**src/rtl/freq_meter_if.sv**
```systemverilog
// Sample-stream and result bundle between a code source and freq_meter.
// master: drives the sample strobe and code, receives fcw/valid/timeout/busy.
// slave : the meter side of the same signals.
interface freq_meter_if;
    logic        next_sample;
    logic [9:0]  code;
    logic [23:0] fcw;
    logic        valid;
    logic        timeout;
    logic        busy;

    modport master (
        output next_sample, code,
        input  fcw, valid, timeout, busy
    );

    modport slave (
        input  next_sample, code,
        output fcw, valid, timeout, busy
    );
endinterface

```
**src/rtl/freq_meter.sv**
```systemverilog
// Purpose: measures input tone frequency as an NCO fcw (2^24*f/fs) from NPER rising crossings.
// Latency: result on T+30 after the NPER-th counted crossing (29-cycle restoring divide).
// Backpressure: none; strobe-qualified input, one-cycle valid pulse, fcw/timeout held between pulses.
//
// Ports: clk, rst (sync, active-high); mif.slave carries next_sample/code in and
// fcw/valid/timeout/busy out, all outputs registered.
// Build option: define FREQ_METER_HYST_EN to apply the HYST band around midscale;
// without it the classifier splits at 512 and HYST has no effect.
module freq_meter #(
    parameter int NPER  = 4,
    parameter int HYST  = 16,
    parameter int CNT_W = 24
) (
    input  logic       clk,
    input  logic       rst,
    freq_meter_if.slave mif
);

`ifdef FREQ_METER_HYST_EN
    localparam bit HYST_ON = 1'b1;
`else
    localparam bit HYST_ON = 1'b0;
`endif

    localparam int          HYST_USE = HYST_ON ? HYST : 0;
    localparam logic [10:0] LO_TH    = 11'(512 - HYST_USE);
    localparam logic [10:0] HI_TH    = 11'(512 + HYST_USE);
    localparam logic [4:0]  NPER_C   = 5'(NPER);
    // Dividend NPER*2^24 needs 29 bits for NPER up to 16.
    localparam logic [28:0] DIVIDEND = 29'(NPER) << 24;
    localparam logic [CNT_W-1:0] S_MAX = {CNT_W{1'b1}};

    typedef enum logic [1:0] {IDLE, MEASURE, DIVIDE} state_t;

    state_t            state;
    logic              level;      // held level, 1 = HIGH
    logic [CNT_W-1:0]  s_cnt;
    logic [4:0]        cross_cnt;
    logic [CNT_W-1:0]  rem;
    logic [27:0]       quo;
    logic [4:0]        bit_idx;
    logic [23:0]       fcw_q;
    logic              valid_q;
    logic              timeout_q;
    logic              busy_q;

    logic              cls_level;
    logic              rise;
    logic [4:0]        cross_nxt;
    logic [CNT_W:0]    rem_sh;
    logic              rem_ge;
    logic [CNT_W-1:0]  rem_nx;
    logic [28:0]       q_nx;
    logic [23:0]       q_sat;

    always_comb begin
        cls_level = level;
        if (mif.next_sample) begin
            if ({1'b0, mif.code} < LO_TH) begin
                cls_level = 1'b0;
            end else if ({1'b0, mif.code} >= HI_TH) begin
                cls_level = 1'b1;
            end
        end
        rise      = mif.next_sample && !level && cls_level;
        cross_nxt = cross_cnt + 5'd1;

        // Restoring step. rem < S always, so the shifted-out MSB means the
        // trial value certainly exceeds S and the low-bit difference is exact.
        rem_sh = {rem, DIVIDEND[bit_idx]};
        rem_ge = rem_sh[CNT_W] || (rem_sh[CNT_W-1:0] >= s_cnt);
        rem_nx = rem_ge ? (rem_sh[CNT_W-1:0] - s_cnt) : rem_sh[CNT_W-1:0];
        q_nx   = {quo, rem_ge};
        q_sat  = (q_nx[28:24] != 5'd0) ? 24'hFFFFFF : q_nx[23:0];
    end

    always_ff @(posedge clk) begin
        if (rst) begin
            state     <= IDLE;
            level     <= 1'b1;
            s_cnt     <= '0;
            cross_cnt <= '0;
            rem       <= '0;
            quo       <= '0;
            bit_idx   <= '0;
            fcw_q     <= '0;
            valid_q   <= 1'b0;
            timeout_q <= 1'b0;
            busy_q    <= 1'b0;
        end else begin
            valid_q <= 1'b0;
            // Held level tracks the input in every state, including DIVIDE.
            if (mif.next_sample) begin
                level <= cls_level;
            end
            case (state)
                IDLE: begin
                    if (rise) begin
                        state     <= MEASURE;
                        busy_q    <= 1'b1;
                        s_cnt     <= '0;
                        cross_cnt <= '0;
                    end
                end
                MEASURE: begin
                    if (mif.next_sample) begin
                        if (s_cnt == S_MAX) begin
                            state     <= IDLE;
                            busy_q    <= 1'b0;
                            fcw_q     <= '0;
                            timeout_q <= 1'b1;
                            valid_q   <= 1'b1;
                        end else begin
                            s_cnt <= s_cnt + CNT_W'(1);
                            if (rise) begin
                                cross_cnt <= cross_nxt;
                                if (cross_nxt == NPER_C) begin
                                    state   <= DIVIDE;
                                    rem     <= '0;
                                    quo     <= '0;
                                    bit_idx <= 5'd28;
                                end
                            end
                        end
                    end
                end
                DIVIDE: begin
                    rem     <= rem_nx;
                    quo     <= q_nx[27:0];
                    bit_idx <= bit_idx - 5'd1;
                    if (bit_idx == 5'd0) begin
                        state     <= IDLE;
                        busy_q    <= 1'b0;
                        fcw_q     <= q_sat;
                        timeout_q <= 1'b0;
                        valid_q   <= 1'b1;
                    end
                end
                default: begin
                    state  <= IDLE;
                    busy_q <= 1'b0;
                end
            endcase
        end
    end

    assign mif.fcw     = fcw_q;
    assign mif.valid   = valid_q;
    assign mif.timeout = timeout_q;
    assign mif.busy    = busy_q;

endmodule

```
**src/flat_wrapper.sv**
```systemverilog
// flat-port wrapper written by rule: the top's interface ports become plain ports
module freq_meter_flat 
#(
    parameter int NPER  = 4,
    parameter int HYST  = 16,
    parameter int CNT_W = 24
)
  (clk, rst, mif_next_sample, mif_code, mif_fcw, mif_valid, mif_timeout, mif_busy);
  freq_meter_if mif_i ();
  input  logic clk;
  input  logic rst;
  input wire logic [$bits(mif_i.next_sample)-1:0] mif_next_sample;
  input wire logic [$bits(mif_i.code)-1:0] mif_code;
  output wire logic [$bits(mif_i.fcw)-1:0] mif_fcw;
  output wire logic [$bits(mif_i.valid)-1:0] mif_valid;
  output wire logic [$bits(mif_i.timeout)-1:0] mif_timeout;
  output wire logic [$bits(mif_i.busy)-1:0] mif_busy;
  assign mif_i.next_sample = mif_next_sample;
  assign mif_i.code = mif_code;
  assign mif_fcw = mif_i.fcw;
  assign mif_valid = mif_i.valid;
  assign mif_timeout = mif_i.timeout;
  assign mif_busy = mif_i.busy;
  freq_meter #(.NPER(NPER), .HYST(HYST), .CNT_W(CNT_W)) u_core (.clk(clk), .rst(rst), .mif(mif_i));
endmodule
```
**config.mk**
```make
export PLATFORM = sky130hd
export DESIGN_NAME = freq_meter_flat
export DESIGN_NICKNAME = d
export VERILOG_FILES = /design/src/rtl/freq_meter_if.sv /design/src/rtl/freq_meter.sv /design/src/flat_wrapper.sv
export SDC_FILE = /design/constraint.sdc
export NUM_CORES = 1
export LEC_CHECK = 0
export ABC_AREA = 1
export CELL_PAD_IN_SITES_DETAIL_PLACEMENT = 1
export CELL_PAD_IN_SITES_GLOBAL_PLACEMENT = 1
export CORE_ASPECT_RATIO = 0.6
export CORE_MARGIN = 10
export CORE_UTILIZATION = 39
export CTS_CLUSTER_DIAMETER = 30
export DETAILED_ROUTE_END_ITERATION = 6
export PLACE_DENSITY = 0.89
export SYNTH_ARGS = -nofsm -noshare
export SYNTH_HDL_FRONTEND = slang
export SYNTH_SLANG_ARGS = --single-unit
```
**constraint.sdc**
```tcl
create_clock -name clk -period 2.3 [get_ports clk]
set_input_delay 0.46 -clock clk [delete_from_list [all_inputs] [get_ports clk]]
set_output_delay 0.46 -clock clk [all_outputs]
set_load 0.03 [all_outputs]
```
Yosys cells after proc, flatten, opt, wreduce, memory -nomap -nowiden
Memory sizes are Yosys's and may differ from the RTL's. A register that Yosys moved wholly into a read port is not among the register bits. Cells that the tools add are included.

Input bits: 13. Memories kept: 1. Logic and storage cells: 103. Output and inout port bits: 27. Bits in read-only memories: 32. Register bits after elaboration: 116.

Eq/ne operators: 13. $add $sub $neg: 4. Multiplexer cells: 55. Order comparisons: 4. Reductions and logical operators: 15.

Memories: (name not given) (depth 32, bits a word 1, read ports 1, clocked after memory_dff 1, wr ports 0, line freq_meter.sv:70) `rem_sh = {rem, DIVIDEND[bit_idx]};`.

Operators with widths (count): two-way mux 24 bit (12); case mux 24 bit (2 select lines) (3); two-way mux 28 bit (4); case mux 28 bit (2 select lines) (1); two-way mux 5 bit (10); adder 24 x 1 -> 24 bit (second input constant) (1); equality test 24 bit (second input constant) (1); >= comparator 24 bit (1); subtractor 24 bit (1); case mux 5 bit (2 select lines) (2); AND reduction 5 bit (3); two-way mux 1 bit (13); two-way mux 2 bit (6); AND reduction 4 bit (3); >= comparator 10 bit (second input constant) (1); < comparator 10 bit (second input constant) (1); inequality test 2 x 1 -> 1 bit (second input constant) (5); < comparator 5 x 6 -> 1 bit (second input constant) (1); inequality test 3 x 1 -> 1 bit (second input constant) (2); case mux 2 bit (3 select lines) (1); adder 5 x 1 -> 5 bit (second input constant) (1); equality test 5 x 3 -> 1 bit (second input constant) (1); zero test 5 bit (1); nonzero test 5 bit (1); 11 further kinds (15).

Depth between registers and ports, before layout
Gate-level depths: netlist of run 1.

Depth in word-level cells: 11. Mapped depth: 17. Depth with buffers taken out: 16.

Worst setup path before layout of run 1
Ideal clock, no wire load.

Path type: register to register. Start: register u_core.s_cnt[0]. End: register u_core.rem[7]. Buffers on the path: 2. Arrival: 2.029 ns. Path slack: 0.139 ns. Data required time: 2.168 ns. Clock period less this slack: 2.161 ns. Setup time: 0.132 ns. Cell stages (with the launch flop): 16. Path through: dfxtp_1 ha_1 inv_1 fa_1 nand2_1 nand2_1 nand3_1 nand2_1 nand2_1 nand3_2 nand2_2 buf_6 buf_6 nand3b_1 nand3_1 a21oi_1.

Word-level cells in the longest chain between the ends: 4. Elaborated cells between the ends (all ways): 8. Those cells by class: add/sub: 1; order compare: 1; eq/ne: 2; mux: 2; reduce/logical: 2.

RTL lines: from (decl) (line freq_meter.sv:37) `logic [CNT_W-1:0] s_cnt;`; from (signal assigned) (line freq_meter.sv:114) `s_cnt <= s_cnt + CNT_W'(1);`; >= comparator 24 bit (line freq_meter.sv:71) `rem_ge = rem_sh[CNT_W] || (rem_sh[CNT_W-1:0] >= s_cnt);`; logical OR 1 bit (line freq_meter.sv:71); two-way mux 24 bit (line freq_meter.sv:72) `rem_nx = rem_ge ? (rem_sh[CNT_W-1:0] - s_cnt) : rem_sh[CNT_W-1:0];`; case mux 24 bit (2 select lines) (line freq_meter.sv:96) `case (state)`; to (signal assigned) (line freq_meter.sv:128) `rem <= rem_nx;`; to (decl) (line freq_meter.sv:39) `logic [CNT_W-1:0] rem;`.

Several ways; a longest one is shown, not always the timed one. A chain may end at the register's enable or synchronous reset.

Worst setup path in the final report of run 1
Start: register u_core.s_cnt[20]. End: register u_core.rem[14].

Same word-level chain as after synthesis.

==> results of run 1 <==
## final cells by class
| type | instances | area share |
|---|---|---|
| Antenna cell | 1 | 0.000259 |
| Clock buffer | 22 | 0.0480 |
| Clock inverter | 10 | 0.0158 |
| Inverter | 162 | 0.0634 |
| Multi-Input combinational cell | 859 | 0.489 |
| Sequential cell | 117 | 0.243 |
| Tap cell | 240 | 0.0310 |
| Timing Repair Buffer | 110 | 0.109 |
## metal layers
layer  vias up  part of all wire  track usage
met4         0             0.027       0.0801
met5         -                 0      0.00195
met3        90             0.099       0.0642
met1      4264              0.42        0.301
li1       3900                 -            -
met2       433              0.45        0.358
## cells by family (layout without fill, tap and decap cells)
kind of cell | Yosys count | after routing
AOI/OAI and AO/OA | 141 | 141
xor gates and xnor gates | 17 | 17
adders and majority gates | 31 | 31
buffers and inverters | 200 | 304
DFF | 117 | 117
other | 0 | 1
and+or+nand+nor | 668 | 670
## worst max-delay path, delay by kind of cell (launching register included)
family,cells,cell delay (ns)
AND/OR/NAND/NOR,6,0.93
flip-flops,1,0.36
AO/OA/AOI/OAI,1,0.23
adder cells (fa/ha/maj),1,0.44
buffers and inverters,3,0.45
## stage by stage
step | instance area (um^2) | hold WS (ns)
after floorplan | 7370 | 0.430
after global placement | 8290 | 0.439
after detailed placement | 8290 | 0.455
after CTS | 9150 | 0.457
after global routing | 9670 | 0.489
final | 9670 | 0.463
## flip-flops by register name, summed over array words and instances, names as in the netlist
register            flops
u_core.state            2
u_core.quo             28
u_core.s_cnt           24
u_core.rem_sh           1
u_core.mif.fcw         24
u_core.level            1
u_core.rem             24
u_core.mif.valid        1
u_core.bit_idx          5
u_core.cross_cnt        5
u_core.mif.busy         1
u_core.mif.timeout      1
## Yosys cell counts (all sizes together)
cell type / count
nand2: 432
inv: 162
dfxtp: 117
a21oi: 112
nor2: 99
nand3: 70
ha: 30
o21ai: 24
buf: 23
nand3b: 21
nor3: 21
nand4: 16
clkbuf: 15
xor2: 9
xnor2: 8
nor3b: 4
o21bai: 4
nor4: 2
or2: 2
and2: 1
fa: 1
o22ai: 1
## how the worst max path moves through the flow
stage                          start  slack, ns  depth (start not counted)               end
finish              u_core.s_cnt[20]      -0.20                         11    u_core.rem[14]
global route        u_core.s_cnt[20]      -0.21                         11    u_core.rem[14]
CTS                  u_core.s_cnt[0]      0.003                         13  u_core.rem_sh[0]
detailed placement   mif_next_sample      -0.41                         14  u_core.rem_sh[0]
global placement     mif_next_sample      -0.24                         14  u_core.rem_sh[0]
floorplan            u_core.s_cnt[0]       0.14                         15     u_core.rem[7]
## report_power, final
part	internal (W)	leakage (nW)	switching, W
Sequential	0.00212	0.949	0.0000779
Clock	0.00186	0.304	0.00106
Combinational	0.00118	3.01	0.00250
## cell usage in the layout (no fill, tap or decap), drive strengths merged, types with 29 or more instances in the layout
cell type / n
nor2: 101
nand3: 70
buf: 79
nand2: 432
clkdlybuf4s50: 29
inv: 162
a21oi: 112
dfxtp: 117
ha: 30
## repair_timing
item | in CTS | in global routing
resized for setup | 43 | 91
setup buffers | 3 | 8
cloned | 0 | 4
endpoints found under the setup margin | 38 | 78
pin swaps | 4 | 29
==> results.sh, run 1 <==
export IMPL_multi_input_area_mm2=0.00473
export IMPL_total_power_w=0.00879
export IMPL_syn_num_nets=1218
export IMPL_synth_top_family_by_area="simple AND/OR/NAND/NOR gates"
export IMPL_syn_instance_count=1174
export IMPL_syn_area_per_cell_um2=6.27
export IMPL_totalWireLength_um=33600
export IMPL_cpMaxStageDelayCell="ha_1"
export IMPL_dpl_cell_count=1473
export IMPL_hold_path_end="u_core.mif.fcw[5]"
export IMPL_clk_pin_slew_ns=0.06
export IMPL_yosys_area_share_simple=0.392
export IMPL_timing_fmax_mhz=400
export IMPL_cts_sinks=117
export IMPL_drt_iter0_markers=828
export IMPL_drive_above_1_share=0.188
export IMPL_min_path_type="reg -> reg"
export IMPL_seq_area_frac_synth=0.318
export IMPL_clockBufferDepth=2
export IMPL_outcome="complete, but fails checks"
export IMPL_ff2ff_path_depth=11
export IMPL_ir_drop_v=0.000773
export IMPL_die_h_um=126
export IMPL_holdPathStages=2
export IMPL_synth_area_leader_cell="dfxtp_1"
export IMPL_grt_pass1_wl_um=46100
export IMPL_critPathMaxFanout=15
export IMPL_setup_ws_ns=-0.199
export IMPL_synth_top_area_frac=0.318
export IMPL_cpPeakStageDelay_ns=0.44
export IMPL_gp_congestion=0.959
export IMPL_pre_cts_slack_ns=-0.406
export IMPL_ant_nets=0
export IMPL_hold_buffers=0
export IMPL_drc_errors=0
export IMPL_hpwl_um=19900
export IMPL_cts_made_buffers=17
export IMPL_drt_pass1_iterations=7
export IMPL_crit_chain="inv_1, ha_1, nand2_1, nor3_1, nand2_1, nand3_1, inv_2, buf_6, nand3b_1, nand3_1, a21oi_1"
export IMPL_powerDensity_mw_per_mm2=909
export IMPL_slew_viol_final=0
export IMPL_min_delay_start="u_core.mif.fcw[5]"
export IMPL_timing_critical_path_to_type="flop"
export IMPL_cts_htree_levels=4
export IMPL_core_mm2=0.0183
export IMPL_clk_latency_ns=0.44
export IMPL_grt_pass1_vias=8579
export IMPL_clock_root_buffer="clkbuf_16"
export IMPL_synth_xor_area_frac=0.0202
export IMPL_r2r_start="u_core.s_cnt[20]"
export IMPL_arrival_ns=2.85
export IMPL_rsz0062_at_grt="true"
export IMPL_grt_use_total=0.231
export IMPL_synth_seq_cells=117
export IMPL_die_w_um=197
export IMPL_gr_total_overflow=0
export IMPL_worst_pin_slew_ns=0.634
export IMPL_post_drt_wl_per_cell_um=22.1
export IMPL_nets=1311
export IMPL_yosys_area_share_adder=0.0537
export IMPL_stdcell_count=1521
export IMPL_tritoncts="done"
export IMPL_portBuffers=30
export IMPL_grt_antenna_before_repair=1
export IMPL_placementRows=38
export IMPL_fill_cells=2371
export IMPL_fin_util=0.528
export IMPL_cap_violations=0
export IMPL_crit_type="reg -> reg"
export IMPL_die_area_mm2=0.0250
export IMPL_worstPathRequired_ns=2.65
export IMPL_yosys_top_cells_area="dfxtp_1 32%, nand2_1 22%, inv_1 8.0%, a21oi_1 7.5%, ha_1 5.1%"
export IMPL_vias=8687
export IMPL_period_minus_slack_ns=2.50
export IMPL_fin_crit_sh=1.09
export IMPL_synth_distinct_cells=39
export IMPL_syn_cell_area_mm2=0.00737
export IMPL_floorplan_initialDensity=0.402
export IMPL_muxShareOfSynthArea=0
export IMPL_finalHoldViolations=0
export IMPL_setup_violations=24
export IMPL_synth_compound_area_share=0.0999
export IMPL_ioPinCount=40
export IMPL_violations="setup timing"
export IMPL_leakagePower_nw=4.26
export IMPL_r2r_slack_ns=-0.20
export IMPL_ys_warn_count=0
export IMPL_start_kind="flop"
export IMPL_viasPerCell=5.71
export IMPL_setup_tns_ns=-3.05
export IMPL_final_seq_area_mm2=0.00235
export IMPL_grt_max_degree=96
export IMPL_slew_headroom=0.577
export IMPL_timing_rr_end="u_core.rem[14]"
export IMPL_area_delta_synth_final_pct=31.3
export IMPL_skew_ns=0.0114
Note: power is estimated with default switching activity, not from simulation.
==> run 2: changes to the inputs <==
--- a/config.mk
+++ b/config.mk
@@ -6,6 +6,7 @@
 export NUM_CORES = 1
 export LEC_CHECK = 0
 export ABC_AREA = 1
+export ABC_CLOCK_PERIOD_IN_PS = 2300
 export CELL_PAD_IN_SITES_DETAIL_PLACEMENT = 1
 export CELL_PAD_IN_SITES_GLOBAL_PLACEMENT = 1
 export CORE_ASPECT_RATIO = 0.6
==> results of run 2 <==
No change in the layout: final DEF, timing and power equal those of run 1.
